File: config.mk
export PLATFORM = sky130hd
export DESIGN_NAME = alu_div
export DESIGN_NICKNAME = d
export VERILOG_FILES = /design/src/rtl/alu_div_pkg.sv /design/src/rtl/alu_div_step.sv /design/src/rtl/alu_div.sv
export SDC_FILE = /design/constraint.sdc
export NUM_CORES = 1
export LEC_CHECK = 0
export BUFFER_PORTS_ARGS = -buffer_cell sky130_fd_sc_hd__buf_2
export CORE_UTILIZATION = 45
export CTS_BUF_LIST = sky130_fd_sc_hd__clkbuf_16
export CTS_CLUSTER_DIAMETER = 40
export CTS_CLUSTER_SIZE = 30
export DETAILED_ROUTE_END_ITERATION = 8
export PLACE_DENSITY = 0.74
export SLEW_MARGIN = 20
export SYNTH_ARGS = -nofsm -noshare
export SYNTH_HDL_FRONTEND = slang
export SYNTH_SLANG_ARGS = --single-unit
File: constraint.sdc
create_clock -name clk -period 2.8 [get_ports clk]
set_clock_uncertainty 0.2 [all_clocks]
set_input_delay 0.56 -clock clk [delete_from_list [all_inputs] [get_ports clk]]
set_output_delay 0.56 -clock clk [all_outputs]
set_load 0.01 [all_outputs]
File: src/rtl/alu_div_pkg.sv
// Shared types, saturation limits and the saturation helper for alu_div.
// Optional feature macro used by the divider: ALU_DIV_REM_EN (remainder output).
package alu_div_pkg;

  localparam int DIV_N    = 8;
  localparam int DIV_FRAC = 7;
  localparam int DIV_QW   = DIV_N + DIV_FRAC;

  // Signed Q1.7 limits expressed as raw n-bit patterns.
  localparam logic [DIV_N-1:0] SAT_MAX = {1'b0, {(DIV_N-1){1'b1}}};
  localparam logic [DIV_N-1:0] SAT_MIN = {1'b1, {(DIV_N-1){1'b0}}};

  // The same limits widened to the unsigned quotient magnitude width.
  localparam logic [DIV_QW-1:0] Q_POS_LIM = {{DIV_FRAC{1'b0}}, SAT_MAX};
  localparam logic [DIV_QW-1:0] Q_NEG_LIM = {{DIV_FRAC{1'b0}}, SAT_MIN};

  typedef enum logic [1:0] {IDLE, RUN, FIX} div_state_t;

  // Clamp an unsigned quotient magnitude into the signed range, then apply the sign.
  function automatic logic [DIV_N-1:0] sat_q(input logic [DIV_QW-1:0] q, input logic sgn);
    logic [DIV_N-1:0] mag;
    mag = q[DIV_N-1:0];
    if (!sgn) return (q > Q_POS_LIM) ? SAT_MAX : mag;
    else      return (q > Q_NEG_LIM) ? SAT_MIN : -mag;
  endfunction

endpackage

File: src/rtl/alu_div_step.sv
// One restoring division step: shift the next dividend bit into the partial
// remainder and subtract the divisor when it fits.
module div_step #(
  parameter int n = 8
) (
  input  logic [n-1:0] rem_in,
  input  logic         dbit,
  input  logic [n-1:0] divisor,
  output logic [n-1:0] rem_out,
  output logic         q
);

  logic [n:0] shifted;
  logic [n:0] diff;

  // The remainder stays below the divisor, so one extra bit covers the shift.
  always_comb begin
    shifted = {rem_in, dbit};
    diff    = shifted - {1'b0, divisor};
    q       = (shifted >= {1'b0, divisor});
    rem_out = q ? diff[n-1:0] : shifted[n-1:0];
  end

endmodule

File: src/rtl/alu_div.sv
// Sequential signed fractional divider: result = (a << FRAC) / b in Q1.7,
// truncated toward zero and saturated. Fixed latency of n+FRAC+1 edges.
// Optional feature: define ALU_DIV_REM_EN to add the signed remainder port rem.
//
// Handshake: start is sampled only while idle and not in the done cycle; once
// accepted, busy is high for the n+FRAC RUN cycles, then done pulses for one
// cycle with result/divzero (and rem) valid and held until the next accepted start.
module alu_div
  import alu_div_pkg::*;
#(
  parameter int n    = DIV_N,
  parameter int FRAC = DIV_FRAC
) (
  input  logic         clk,
  input  logic         reset,
  input  logic         start,
  input  logic [n-1:0] a,
  input  logic [n-1:0] b,
  output logic         busy,
  output logic         done,
  output logic [n-1:0] result,
  output logic         divzero
`ifdef ALU_DIV_REM_EN
  ,
  output logic [n-1:0] rem
`endif
);

  localparam int QW = n + FRAC;
  localparam int CW = $clog2(QW + 1);
  localparam logic [CW-1:0] CNT_INIT = CW'(QW);
  localparam logic [CW-1:0] CNT_LAST = CW'(1);

  div_state_t   state;
  logic [CW-1:0] cnt;
  logic [QW-1:0] dvd;
  logic [QW-1:0] quo;
  logic [n-1:0]  divisor;
  logic [n-1:0]  prem;
  logic          sgn;
  logic          a_neg;
  logic          dz;

  logic [n-1:0]  a_mag;
  logic [n-1:0]  b_mag;
  logic [n-1:0]  step_rem;
  logic          step_q;

  // Operand magnitudes as n-bit unsigned values (-128 maps to 128).
  always_comb begin
    a_mag = a[n-1] ? -a : a;
    b_mag = b[n-1] ? -b : b;
  end

  div_step #(.n(n)) u_step (
    .rem_in  (prem),
    .dbit    (dvd[QW-1]),
    .divisor (divisor),
    .rem_out (step_rem),
    .q       (step_q)
  );

  // Control FSM with datapath registers and registered outputs.
  always_ff @(posedge clk or posedge reset) begin
    if (reset) begin
      state   <= IDLE;
      cnt     <= '0;
      dvd     <= '0;
      quo     <= '0;
      divisor <= '0;
      prem    <= '0;
      sgn     <= 1'b0;
      a_neg   <= 1'b0;
      dz      <= 1'b0;
      busy    <= 1'b0;
      done    <= 1'b0;
      result  <= '0;
      divzero <= 1'b0;
`ifdef ALU_DIV_REM_EN
      rem     <= '0;
`endif
    end else begin
      done <= 1'b0;
      case (state)
        IDLE: begin
          // The done cycle still belongs to the finished operation.
          if (start && !done) begin
            dvd     <= {a_mag, {FRAC{1'b0}}};
            divisor <= b_mag;
            prem    <= '0;
            quo     <= '0;
            sgn     <= a[n-1] ^ b[n-1];
            a_neg   <= a[n-1];
            dz      <= (b == '0);
            cnt     <= CNT_INIT;
            busy    <= 1'b1;
            state   <= RUN;
          end
        end
        RUN: begin
          dvd  <= {dvd[QW-2:0], 1'b0};
          prem <= step_rem;
          quo  <= {quo[QW-2:0], step_q};
          cnt  <= cnt - 1'b1;
          if (cnt == CNT_LAST) begin
            busy  <= 1'b0;
            state <= FIX;
          end
        end
        FIX: begin
          done    <= 1'b1;
          divzero <= dz;
          result  <= dz ? (a_neg ? SAT_MIN : SAT_MAX) : sat_q(quo, sgn);
`ifdef ALU_DIV_REM_EN
          rem     <= dz ? '0 : (a_neg ? -prem : prem);
`endif
          state   <= IDLE;
        end
        default: state <= IDLE;
      endcase
    end
  end

endmodule

==> flow_results.xml <==
<?xml version="1.0" encoding="UTF-8"?>
<metrics>
  <group name="logic_synthesis">
    <metric name="avgSynthCellArea" unit="um^2">9.081</metric>
    <metric name="synthDistinctLibCells" unit="">53</metric>
    <metric name="synth_fp_nets" unit="">406</metric>
    <metric name="post_synthesis_instance_total" unit="">372</metric>
    <metric name="synth_sequential_area_ratio" unit="%">43.70</metric>
    <metric name="synth_top_flop_cell" unit="">dfrtp_1</metric>
    <metric name="synth-edff-count" unit="">0</metric>
    <metric name="async_reset_ff_share" unit="%">100.0</metric>
    <metric name="synthesis.area" unit="um^2">3378</metric>
    <metric name="yosys_warnings" unit="">0</metric>
    <metric name="synth_seq_cells" unit="">59</metric>
  </group>
  <group name="drt">
    <metric name="routed.top_layer" unit="">met4</metric>
    <metric name="drt_pass1_iterations" unit="">4</metric>
    <metric name="antenna_violating_nets_post_route" unit="">0</metric>
    <metric name="routed_wire_length_per_instance" unit="um">14.79</metric>
    <metric name="detail_route_met2_wl" unit="um">3632</metric>
    <metric name="met1_length" unit="um">3313</metric>
    <metric name="detail_route.vias_per_cell" unit="">5.520</metric>
    <metric name="route.detailed.drc" unit="">0</metric>
    <metric name="detail_route.iter0.violations" unit="">199</metric>
    <metric name="met3_length" unit="um">357</metric>
    <metric name="vias" unit="">2771</metric>
    <metric name="finalWirelength" unit="um">7427</metric>
  </group>
  <group name="global_routing">
    <metric name="globalRouteOverflowTotal" unit="">0</metric>
    <metric name="first_global_vias" unit="">2670</metric>
    <metric name="grt_first_pass_wirelength" unit="um">12390</metric>
    <metric name="pin_count_of_the_biggest_net_entering_global_routing" unit="">43</metric>
    <metric name="grt.total_usage" unit="%">20.96</metric>
    <metric name="antenna_found_initial" unit="">0</metric>
  </group>
  <group name="sta">
    <metric name="min_period" unit="ps">2288</metric>
    <metric name="timing.final.crit_share" unit="%">81.71</metric>
    <metric name="grt_setup_unrepaired" unit="">false</metric>
    <metric name="report.final.setup_viol" unit="">0</metric>
    <metric name="worst-slew-pin-transition" unit="ps">688.3</metric>
    <metric name="fmax" unit="GHz">0.4371</metric>
    <metric name="timing.hold.ws" unit="ps">12.05</metric>
    <metric name="final_hold_viol_count" unit="">0</metric>
    <metric name="final-max-slew-violation-count" unit="">0</metric>
    <metric name="fin_ws" unit="ps">512.1</metric>
    <metric name="slew-limit-headroom" unit="%">53.76</metric>
    <metric name="timing.setup.tns" unit="ps">0</metric>
  </group>
  <group name="clock_tree">
    <metric name="cts.repair.resized" unit="">0</metric>
    <metric name="cts-buffers-inserted" unit="">9</metric>
    <metric name="htree_num_levels" unit="">3</metric>
    <metric name="clock-sinks" unit="">59</metric>
    <metric name="cts_setup_buffers" unit="">0</metric>
    <metric name="cts-root-to-sink-buffers" unit="">2</metric>
    <metric name="post_cts_hold_buffer_count" unit="">0</metric>
    <metric name="clk_latency" unit="ps">330</metric>
    <metric name="cts.reportedPaths.clkPinSlew" unit="ps">50</metric>
    <metric name="cts_root_buffer" unit="">clkbuf_16</metric>
    <metric name="tritoncts" unit="">yes</metric>
  </group>
  <group name="finish">
    <metric name="layout.cells.most_common_list" unit="">dfrtp_1, nand2_1, buf_2</metric>
    <metric name="filler_cell_count" unit="">655</metric>
    <metric name="drive_above_1_share" unit="%">15.88</metric>
    <metric name="final_common_cell" unit="">dfrtp_1</metric>
    <metric name="final_net_count" unit="">433</metric>
    <metric name="synth_to_layout_area_growth" unit="%">16.19</metric>
    <metric name="diodes" unit="">0</metric>
  </group>
  <group name="floorplan">
    <metric name="initial_core_util" unit="%">46.58</metric>
    <metric name="ios" unit="">30</metric>
    <metric name="die_height" unit="um">88.65</metric>
    <metric name="coreArea" unit="um^2">7253</metric>
    <metric name="die_width" unit="um">88.65</metric>
    <metric name="die_area" unit="um^2">7858</metric>
    <metric name="rows" unit="">31</metric>
  </group>
  <group name="placed_design">
    <metric name="routabilityCongestion" unit="">0.8403</metric>
    <metric name="place.port_buffers" unit="">29</metric>
    <metric name="pre_cts_slack" unit="ps">572.3</metric>
    <metric name="final_hpwl_from_detailed_placement" unit="um">5090</metric>
  </group>
  <group name="run">
    <metric name="drv.max_cap_violation_count" unit="">0</metric>
  </group>
  <group name="critical_path">
    <metric name="reg2reg_depth" unit="">8</metric>
    <metric name="critical_path.top_delay_family" unit="">simple AND/OR/NAND/NOR gates</metric>
    <metric name="rrSetupSlack" unit="ps">510</metric>
    <metric name="setup.worst_path.end_class" unit="">flip-flop</metric>
    <metric name="critical_path_required" unit="ps">2810</metric>
    <metric name="worst_r2r_startpoint" unit="">divisor[4]</metric>
    <metric name="worst_path_max_delay_cell" unit="">ha_1</metric>
    <metric name="critical_path.n_buffers_inverters" unit="">2</metric>
    <metric name="critical_path.reg2reg.endpoint" unit="">prem[4]</metric>
    <metric name="crit_chain" unit="">inv_1 -&gt; ha_1 -&gt; and4_4 -&gt; and2_4 -&gt; a221oi_4 -&gt; buf_4 -&gt; nand3_1 -&gt; o311ai_1</metric>
    <metric name="worst_path_arrival" unit="ps">2300</metric>
    <metric name="worstPathMaxFanout" unit="">11</metric>
    <metric name="worstSetupStartpointType" unit="">flip-flop</metric>
    <metric name="crit_type" unit="">flip-flop to flip-flop</metric>
    <metric name="worst_path_largest_cell_delay" unit="ps">390</metric>
  </group>
  <group name="power">
    <metric name="power.density_cell_area" unit="nW/um^2">1234</metric>
    <metric name="report.power.total" unit="mW">4.843</metric>
    <metric name="worst_ir_drop_vdd" unit="V">0.0005359</metric>
    <metric name="p_leak" unit="nW">1.831</metric>
  </group>
  <group name="outcome">
    <metric name="status" unit="">finished clean</metric>
  </group>
  <group name="worst_hold_path">
    <metric name="worst_hold_path_type" unit="">input port to asynchronous set/reset pin</metric>
  </group>
</metrics>
-- synth_stat cells (all sizes together), types with 10 or more instances --
master / instances / area share, %
clkbuf: 15 / 1.7
a21oi: 15 / 2.4
nand3: 24 / 3.6
dfrtp: 59 / 44
a22oi: 10 / 2.2
xor2: 10 / 2.6
inv: 24 / 2.7
o21ai: 31 / 4.6
ha: 14 / 5.2
nand2: 58 / 6.4
nor2: 18 / 2.1
-- power breakdown --
part / total, mW / leakage (nW) / internal [mW] / switching, mW
clock network: 1.14 / 0.149 / 0.766 / 0.379
registers: 1.53 / 0.747 / 1.20 / 0.327
logic: 2.17 / 0.936 / 0.931 / 1.24
-- final cells by class --
class                           count  area [um^2]  area share, %
Clock buffer                        9        225.2          5.738
Clock inverter                      6        81.33          2.072
Inverter                           24        90.09          2.295
Multi-Input combinational cell    268         1710          43.58
Sequential cell                    59         1476          37.62
Tap cell                           99        123.9          3.156
Timing Repair Buffer               37        217.7          5.547
-- how the worst max path moves through the flow --
stage,from,to,slack (ps),cells past startpoint
detailed placement,divisor[4],prem[6],570,8
global placement,divisor[4],prem[6],630,8
CTS,divisor[4],prem[4],530,8
floorplan,reset,a_neg,580,1
global route,divisor[6],prem[4],370,8
finish,divisor[4],prem[4],510,8
-- worst reg2reg max path: cells and delay by family, from the launching register on --
kind	cells	cell delay, ps
simple gates	3	500
fa+ha+maj	1	390
buf+inv	2	300
flops	1	350
compound gates	2	430
-- state kept, by name, indices dropped and copies added, names as in the netlist, 2 cells and up --
signal   cells
result       8
quo         15
prem         8
divisor      8
cnt          4
dvd          8
state        2
-- layer usage --
metal | GRT usage, % | vias up
met4 | 11.58 | 0
met1 | 25.75 | 1324
li1 | - | 1366
met3 | 3.918 | 11
met2 | 34.76 | 70
met5 | 0 | -
-- cells by family after synthesis --
family	synth area share [%]
compound gates	18.82
xor+xnor	4.667
fa+ha+maj	5.778
buf+inv	5.667
flops	43.70
mux	1.815
simple gates	19.56
-- metrics by stage --
stage | util [%] | instance area (um^2) | instances
5_1_grt | 54.11 | 3925 | 502
3_3_place_gp | 49.89 | 3618 | 487
4_1_cts | 54.11 | 3925 | 502
6_report | 54.11 | 3925 | 502
2_1_floorplan | - | 3378 | 372
3_5_place_dp | 49.89 | 3618 | 487
(Power assumes the default switching activity.)
